==> src/rtl/range_tracker.sv <==
`default_nettype none
// ============================================================================
// Module   : range_tracker
// Purpose  : Streaming range tracker. Between a go strobe and a finish strobe
//            it accepts samples qualified by data_valid, keeps a running
//            minimum, maximum and saturating sample count, and on finish
//            latches max-min, min, max and count into registered outputs
//            while pulsing done. Protocol violations set a sticky error flag
//            that is cleared only by a clean go.
// Ports    : clock, reset      - rising-edge clock, async active-high reset
//            go, finish        - session start / end strobes
//            data_valid,data_in- sample qualifier and sample
//            range             - max-min of last completed session (unsigned)
//            min_out, max_out  - extremes of last completed session
//            sample_count      - accepted samples, saturating
//            busy              - session active
//            done              - one-cycle pulse when results update
//            error             - sticky protocol-violation flag
// Revision : 1.0 - initial release
// ============================================================================
module range_tracker #(
  parameter int WIDTH     = 16,
  parameter int CNT_WIDTH = 8,
  parameter int SIGNED    = 0
) (
  input  logic                 clock,
  input  logic                 reset,
  input  logic                 go,
  input  logic                 finish,
  input  logic                 data_valid,
  input  logic [WIDTH-1:0]     data_in,
  output logic [WIDTH-1:0]     range,
  output logic [WIDTH-1:0]     min_out,
  output logic [WIDTH-1:0]     max_out,
  output logic [CNT_WIDTH-1:0] sample_count,
  output logic                 busy,
  output logic                 done,
  output logic                 error
);

  localparam logic [1:0] IDLE   = 2'd0;
  localparam logic [1:0] ACTIVE = 2'd1;
  localparam logic [1:0] ERROR  = 2'd2;

  localparam logic                 c_flip    = (SIGNED != 0);
  localparam logic [CNT_WIDTH-1:0] c_cnt_max = {CNT_WIDTH{1'b1}};
  localparam logic [CNT_WIDTH-1:0] c_cnt_one = CNT_WIDTH'(1);

  logic [1:0]           r_state;
  logic [WIDTH-1:0]     r_acc_min;
  logic [WIDTH-1:0]     r_acc_max;
  logic [CNT_WIDTH-1:0] r_acc_cnt;

  logic                 w_start;
  logic                 w_lt_min;
  logic                 w_gt_max;
  logic                 w_empty;
  logic [WIDTH-1:0]     w_min_nxt;
  logic [WIDTH-1:0]     w_max_nxt;
  logic [CNT_WIDTH-1:0] w_cnt_nxt;

  // Flipping the MSB maps two's-complement order onto unsigned order, so a
  // single unsigned comparator serves both modes.
  function automatic logic [WIDTH-1:0] order_key(input logic [WIDTH-1:0] v);
    return {v[WIDTH-1] ^ c_flip, v[WIDTH-2:0]};
  endfunction

  assign w_start  = go & ~finish;
  assign w_lt_min = order_key(data_in) < order_key(r_acc_min);
  assign w_gt_max = order_key(data_in) > order_key(r_acc_max);
  // The count saturates but never wraps, so zero means "no sample yet".
  assign w_empty  = (r_acc_cnt == '0);

  // Accumulator values including the current-cycle sample, if any.
  always_comb begin
    w_min_nxt = r_acc_min;
    w_max_nxt = r_acc_max;
    w_cnt_nxt = r_acc_cnt;
    if (data_valid) begin
      if (w_empty || w_lt_min) w_min_nxt = data_in;
      if (w_empty || w_gt_max) w_max_nxt = data_in;
      if (r_acc_cnt != c_cnt_max) w_cnt_nxt = r_acc_cnt + c_cnt_one;
    end
  end

  always_ff @(posedge clock or posedge reset) begin
    if (reset) begin
      r_state      <= IDLE;
      r_acc_min    <= '0;
      r_acc_max    <= '0;
      r_acc_cnt    <= '0;
      range        <= '0;
      min_out      <= '0;
      max_out      <= '0;
      sample_count <= '0;
      busy         <= 1'b0;
      done         <= 1'b0;
      error        <= 1'b0;
    end else begin
      done <= 1'b0;
      case (r_state)
        IDLE, ERROR: begin
          if (w_start) begin
            // Go cycle may carry the seeding sample.
            r_state   <= ACTIVE;
            busy      <= 1'b1;
            error     <= 1'b0;
            r_acc_min <= data_valid ? data_in : '0;
            r_acc_max <= data_valid ? data_in : '0;
            r_acc_cnt <= data_valid ? c_cnt_one : '0;
          end else if (finish) begin
            r_state <= ERROR;
            error   <= 1'b1;
          end
        end
        ACTIVE: begin
          if (go) begin
            r_state <= ERROR;
            busy    <= 1'b0;
            error   <= 1'b1;
          end else if (finish) begin
            // An empty session leaves the accumulators at zero, which gives
            // the all-zero result without a special case.
            r_state      <= IDLE;
            busy         <= 1'b0;
            done         <= 1'b1;
            range        <= w_max_nxt - w_min_nxt;
            min_out      <= w_min_nxt;
            max_out      <= w_max_nxt;
            sample_count <= w_cnt_nxt;
            r_acc_min    <= w_min_nxt;
            r_acc_max    <= w_max_nxt;
            r_acc_cnt    <= w_cnt_nxt;
          end else begin
            r_acc_min <= w_min_nxt;
            r_acc_max <= w_max_nxt;
            r_acc_cnt <= w_cnt_nxt;
          end
        end
        default: begin
          r_state <= IDLE;
          busy    <= 1'b0;
        end
      endcase
    end
  end

endmodule
`default_nettype wire

==> config.mk <==
export PLATFORM = sky130hd
export DESIGN_NAME = range_tracker
export DESIGN_NICKNAME = d
export VERILOG_FILES = /design/src/rtl/range_tracker.sv
export SDC_FILE = /design/constraint.sdc
export NUM_CORES = 1
export LEC_CHECK = 0
export CORE_ASPECT_RATIO = 2
export CORE_MARGIN = 2
export CORE_UTILIZATION = 45
export CTS_BUF_LIST = sky130_fd_sc_hd__clkbuf_8
export CTS_CLUSTER_DIAMETER = 30
export DETAILED_ROUTE_END_ITERATION = 7
export PLACE_DENSITY = 0.68
export SETUP_SLACK_MARGIN = 0.4
export SKIP_LAST_GASP = 1
export SLEW_MARGIN = 20
export SYNTH_ARGS = -nofsm -noshare
export SYNTH_HDL_FRONTEND = slang
export SYNTH_SLANG_ARGS = --single-unit
==> constraint.sdc <==
create_clock -name clock -period 6.04 [get_ports clock]
set_input_delay 1.51 -clock clock [delete_from_list [all_inputs] [get_ports clock]]
set_output_delay 1.51 -clock clock [all_outputs]
set_load 0.05 [all_outputs]
# Yosys cells after proc, flatten, opt, wreduce, memory -nomap -nowiden
# Cells that the tools add are included.
dict set report word_totals {
  inputBits 21
  elab_cells 69
  ff_bits 101
  output_inout_bits 59
}
dict set report classes {
  order_cmp 2
  addsub 2
  n_reduce_logical 11
  bitwise_logic 3
  eq_ne 8
  mux 32
}
# operator n
set op_table {}
lappend op_table {{$mux W16} 8}
lappend op_table {{$pmux W16 S2} 2}
lappend op_table {{$mux W8} 4}
lappend op_table {{$gt A16 B16 Y1} 1}
lappend op_table {{$lt A16 B16 Y1} 1}
lappend op_table {{$pmux W8 S2} 1}
lappend op_table {{$sub A16 B16 Y16} 1}
lappend op_table {{$mux W1} 10}
lappend op_table {{$reduce_and A3 Y1} 3}
lappend op_table {{$add A8 B1 Y8 const B} 1}
lappend op_table {{$logic_not A8 Y1} 1}
lappend op_table {{$mux W2} 4}
lappend op_table {{$ne A8 B8 Y1 const B} 1}
lappend op_table {{$ne A2 B2 Y1 const B} 3}
lappend op_table {{$ne A3 B3 Y1 const B} 2}
lappend op_table {{$pmux W1 S2} 2}
lappend op_table {{$pmux W2 S2} 1}
lappend op_table {{$reduce_and A2 Y1} 2}
lappend op_table {{$eq A2 B1 Y1 const B} 1}
lappend op_table {{$eq A2 B2 Y1 const B} 1}
lappend op_table {{$logic_not A2 Y1} 1}
lappend op_table {{$logic_or A1 B1 Y1} 2}
lappend op_table {{$not A1 Y1} 2}
lappend op_table {{$reduce_bool A2 Y1} 1}
lappend op_table {{2 further kinds} 2}

# Logic depth before layout (Yosys ltp)
dict set report depth {
  depth_word 6
  depth_mapped 20
  depth_no_buf 19
}

# Worst setup path before layout
# OpenSTA, ideal clock, no wires.
dict set report synth_path {
  kind {in2reg}
  from {input data_in[7]}
  to {register range[14]}
  setup_ns 0.120
  slack_ns 0.567
  path_stages 16
  required_ns 5.920
  path_buffers 1
  arrival_time_ns 5.353
  cell_sequence {ha_1 a21oi_1 o21ai_0 a2111oi_1 a21oi_4 buf_2 mux2_2 ha_1 nor2b_1 o21a_1 o211ai_1 a31oi_1 a41o_1 o311a_1 or3_1 a31o_2}
}
dict set report synth_between {
  elab_chain_len 5
  elab_cells_between_ends 9
  cone_classes {add/sub (1); order compare (2); mux (4); reduce/logical (2)}
}
# element line
set synth_rtl {}
lappend synth_rtl {{start: declaration} 31} ;# input logic [WIDTH-1:0] data_in,
lappend synth_rtl {{$gt A16 B16 Y1} 70} ;# assign w_gt_max = order_key(data_in) > order_key(r_acc_max);
lappend synth_rtl {{$logic_or A1 B1 Y1} 81} ;# if (w_empty || w_gt_max) w_max_nxt = data_in;
lappend synth_rtl {{$mux W16} 81}
lappend synth_rtl {{$mux W16} 79} ;# if (data_valid) begin
lappend synth_rtl {{named net w_max_nxt[2]} 59} ;# logic [WIDTH-1:0] w_max_nxt;
lappend synth_rtl {{$sub A16 B16 Y16} 127} ;# range <= w_max_nxt - w_min_nxt;
lappend synth_rtl {{end signal: assignment} 127}
lappend synth_rtl {{end: declaration} 32} ;# output logic [WIDTH-1:0] range,
# The timed path passes the listed nets, and every way through them passes these cells.
# A chain may end at the register's enable or synchronous reset.

# Final worst setup path
dict set report layout_path {
  from {input data_in[1]}
  to {register range[14]}
}
dict set report layout_between {
  elab_chain_len 5
  elab_cells_between_ends 9
  cone_classes {add/sub (1); order compare (2); mux (4); reduce/logical (2)}
}
# element line
set layout_rtl {}
lappend layout_rtl {{$lt A16 B16 Y1} 69} ;# assign w_lt_min = order_key(data_in) < order_key(r_acc_min);
lappend layout_rtl {{$logic_or A1 B1 Y1} 80} ;# if (w_empty || w_lt_min) w_min_nxt = data_in;
lappend layout_rtl {{$mux W16} 80}
lappend layout_rtl {{$mux W16} 79}
lappend layout_rtl {{named net w_min_nxt[0]} 58} ;# logic [WIDTH-1:0] w_min_nxt;
lappend layout_rtl {{$sub A16 B16 Y16} 127}
# The timed path passes the listed nets, and every way through them passes these cells.

==> results.cfg <==
[worst_setup_path]
cp.required_ns = 6.32
endpoint_kind = flop
start_kind = primary input
max_stage_delay_ns = 0.43
path_cells = clkdlybuf4s50_1, ha_1, a2111o_1, a21oi_2, o21ai_0, o311a_1, buf_4, buf_4, o21ai_2, ha_2, fa_1, nor2b_1, o21a_1, o211ai_1, a31oi_1, a41o_1, o311a_1, or3_1, a31o_2
path_max_fanout = 6
cp_num_buf_inv = 3
crit_family = compound AO/OA/AOI/OAI gates
crit_slowest_cell = clkdlybuf4s50_1
critPathKind = in -> reg
crit_arrival_ns = 5.73

[route]
detail_route.wl_per_cell_um = 19.04
firstDrtPassIters = 4
ant_nets = 0
wl_um = 16520
drt_first_iter_violations = 241
drcViolationCount = 0
vias = 5006
via_per_inst = 5.767

[hold_path]
worst_hold_path_type = reg -> reg

[floorplanning]
dieWidth_um = 83.98
die-area_mm2 = 0.01377
io-pin-count = 80
rows = 58
core_region_area_mm2 = 0.01255
start_util = 0.4585
dieHeight_um = 164.0

[cells_and_area]
drive_gt1_frac = 0.1309
final_core_util = 0.5761
layoutNonFillerInstCount = 868
fin_area_mm2 = 0.007233
nNetsFinal = 783
fill_cells = 1107
diodes = 0
syn_to_final_growth_pct = 25.65

[grt]
grt_pass1_wl_um = 26340
antenna_found_initial = 0
grtUsageTotal = 0.2492
grt_pass1_vias = 5158
grt_overflow = 0
grt_max_degree = 92

[timing]
finalSetupViolations = 0
drv_slew = 0
period_minus_slack_ns = 5.445
fin_crit_sh = 0.9015
skew_ns = 0.01610
tns_ns = 0
max-slew-margin-rel = 0.4008
tightestPinTransition_ns = 0.8988
whs_ns = 0.4841
rsz0062_at_grt = true
final_hold_viol_count = 0
timing.fmax_mhz = 183.7

[cts]
h-tree-depth = 3
clock-sinks = 101
cts_made_buffers = 9
cts.path.max_buffers = 2
clk_latency_ns = 0.39
cts_tree = done
clk_pin_slew_ns = 0.10
cts_hold_buffers = 0
cts_root_buf = clkbuf_8

[placed_design]
gp_congestion = 0.9192
portBuffers = 79
placed_area_mm2 = 0.006908
dp_hpwl_um = 12470
dp_cells = 847

[outcome]
status = finished clean

[yosys]
yosysWarningCount = 0
synth_ff_type = dfrtp_1
synth_edf_count = 0
synth.cell_area_mm2 = 0.005757
synth_seq_cells = 101
syn_avg_cell_area_um2 = 9.484
syn-num-nets = 677
ys_seq_area_frac = 0.4390
synth_top_area_frac = 0.4390
synthCells = 607
yosys-top-cells-area = dfrtp_1 44%, ha_1 10%, nand2_1 7.9%
yosys.area.top_type = dfrtp_1
yosysUniqueCellTypes = 52
synthArstFlopShare = 1.000

[flow_run]
maxCapViolCount = 0

[power]
peakVddDrop_v = 0.0002887
p_leak_uw = 0.003456
power_density_mw_per_mm2 = 409.9
[area by class of cell]
cell class                 instances  area [um2]  area share
clock buffer                       9       123.9     0.01713
clock inverter                     7       51.30    0.007092
inverter                          40       152.6     0.02110
multi-input combinational        444        3092      0.4274
sequential                       101        2527      0.3494
tap                              150       187.7     0.02595
timing repair buffer             117        1099      0.1519
[synth_stat cells, drive strengths merged, types with 2 or more instances]
| master | count |
|---|---|
| a31oi | 4 |
| nand2 | 121 |
| nand4 | 7 |
| a211oi | 2 |
| or2 | 3 |
| and2 | 2 |
| inv | 40 |
| or3 | 2 |
| nor3 | 9 |
| nor2 | 18 |
| nor2b | 6 |
| xnor2 | 6 |
| nor4 | 2 |
| mux2i | 20 |
| a21oi | 29 |
| a31o | 2 |
| and3 | 2 |
| mux2 | 14 |
| ha | 48 |
| clkbuf | 19 |
| o311a | 2 |
| a22o | 32 |
| dfrtp | 101 |
| a21o | 3 |
| o21ai | 56 |
| o31ai | 7 |
| nand2b | 8 |
| buf | 4 |
| o21a | 5 |
| nand3 | 11 |
| xor2 | 7 |
[repair_timing]
item,in CTS,in global routing
endpoints found under the setup margin,1,5
setup buffers,0,4
cloned,0,1
pin swaps,0,7
resized for setup,2,27
[cells in the final DEF (no fill, tap or decap), types with 4 or more instances in the layout]
| cell | n |
|---|---|
| nand2_1 | 120 |
| dfrtp_1 | 101 |
| clkdlybuf4s50_1 | 70 |
| o21ai_0 | 51 |
| ha_1 | 47 |
| inv_1 | 40 |
| buf_4 | 38 |
| a22o_1 | 32 |
| a21oi_1 | 23 |
| mux2i_1 | 19 |
| nor2_1 | 17 |
| mux2_2 | 14 |
| nand3_1 | 11 |
| clkbuf_8 | 9 |
| dlymetal6s2s_1 | 9 |
| nand2b_1 | 8 |
| nor3_1 | 8 |
| nand4_1 | 7 |
| xor2_1 | 7 |
| nor2b_1 | 6 |
| a21oi_2 | 6 |
| xnor2_1 | 6 |
| o31ai_1 | 5 |
| o21a_1 | 5 |
| o21ai_1 | 4 |
[cell families (layout without fill, tap and decap cells)]
kind of cell	Yosys count	in the layout	synth area share
compound gates	152	153	0.1737
xor+xnor	14	14	0.02369
fa+ha+maj	49	49	0.1078
buf+inv	63	173	0.04238
flops	101	101	0.4390
mux	34	34	0.06216
simple gates	194	194	0.1513
[through the flow]
stage / power [uW] / setup slack [ns]
after floorplan: 1967 / 0.5672
after global placement: 2506 / 0.06949
after detailed placement: 2534 / -0.1187
after CTS: 2948 / 0.4041
after global routing: 3134 / 0.3989
final: 2965 / 0.5951
[flip-flops by register name (all words and copies together) (netlist names)]
name	cells
max_out	16
min_out	16
r_acc_max	16
r_acc_min	16
range	16
r_acc_cnt	8
sample_count	8
r_state	2
busy	1
done	1
error	1
[tightest hold or removal path, delay by kind of cell, from the launching register on]
family	cells	cell delay (ns)
DFF	1	0.35
AOI/OAI and AO/OA	1	0.06
and+or+nand+nor	1	0.04
[per-layer routing]
metal  GRT usage  wire [um]  up-vias
li1            -          -     2342
met1      0.2513       5820     2446
met2      0.4491       8772      152
met3     0.02915        554       66
met4      0.2104       1375        0
met5           0          0        -
[final timing paths]
kind | slack [ns] | startpoint | depth (start not counted) | endpoint
max in group asynchronous | 3.40 | reset | 3 | sample_count[1]
min in group asynchronous | 1.65 | reset | 2 | busy
setup / recovery | 0.60 | data_in[1] | 19 | range[14]
setup reg to reg | 1.34 | r_acc_cnt[0] | 19 | range[14]
hold reg to reg | 0.48 | sample_count[5] | 2 | sample_count[5]
hold / removal | 0.48 | sample_count[5] | 2 | sample_count[5]
[power breakdown]
| part | leakage, uW | switching [uW] | internal [uW] |
|---|---|---|---|
| logic | 0.00205 | 991 | 615 |
| clock network | 0.0000914 | 256 | 152 |
| registers | 0.00132 | 113 | 839 |
Note: power is estimated with default switching activity, not from simulation.
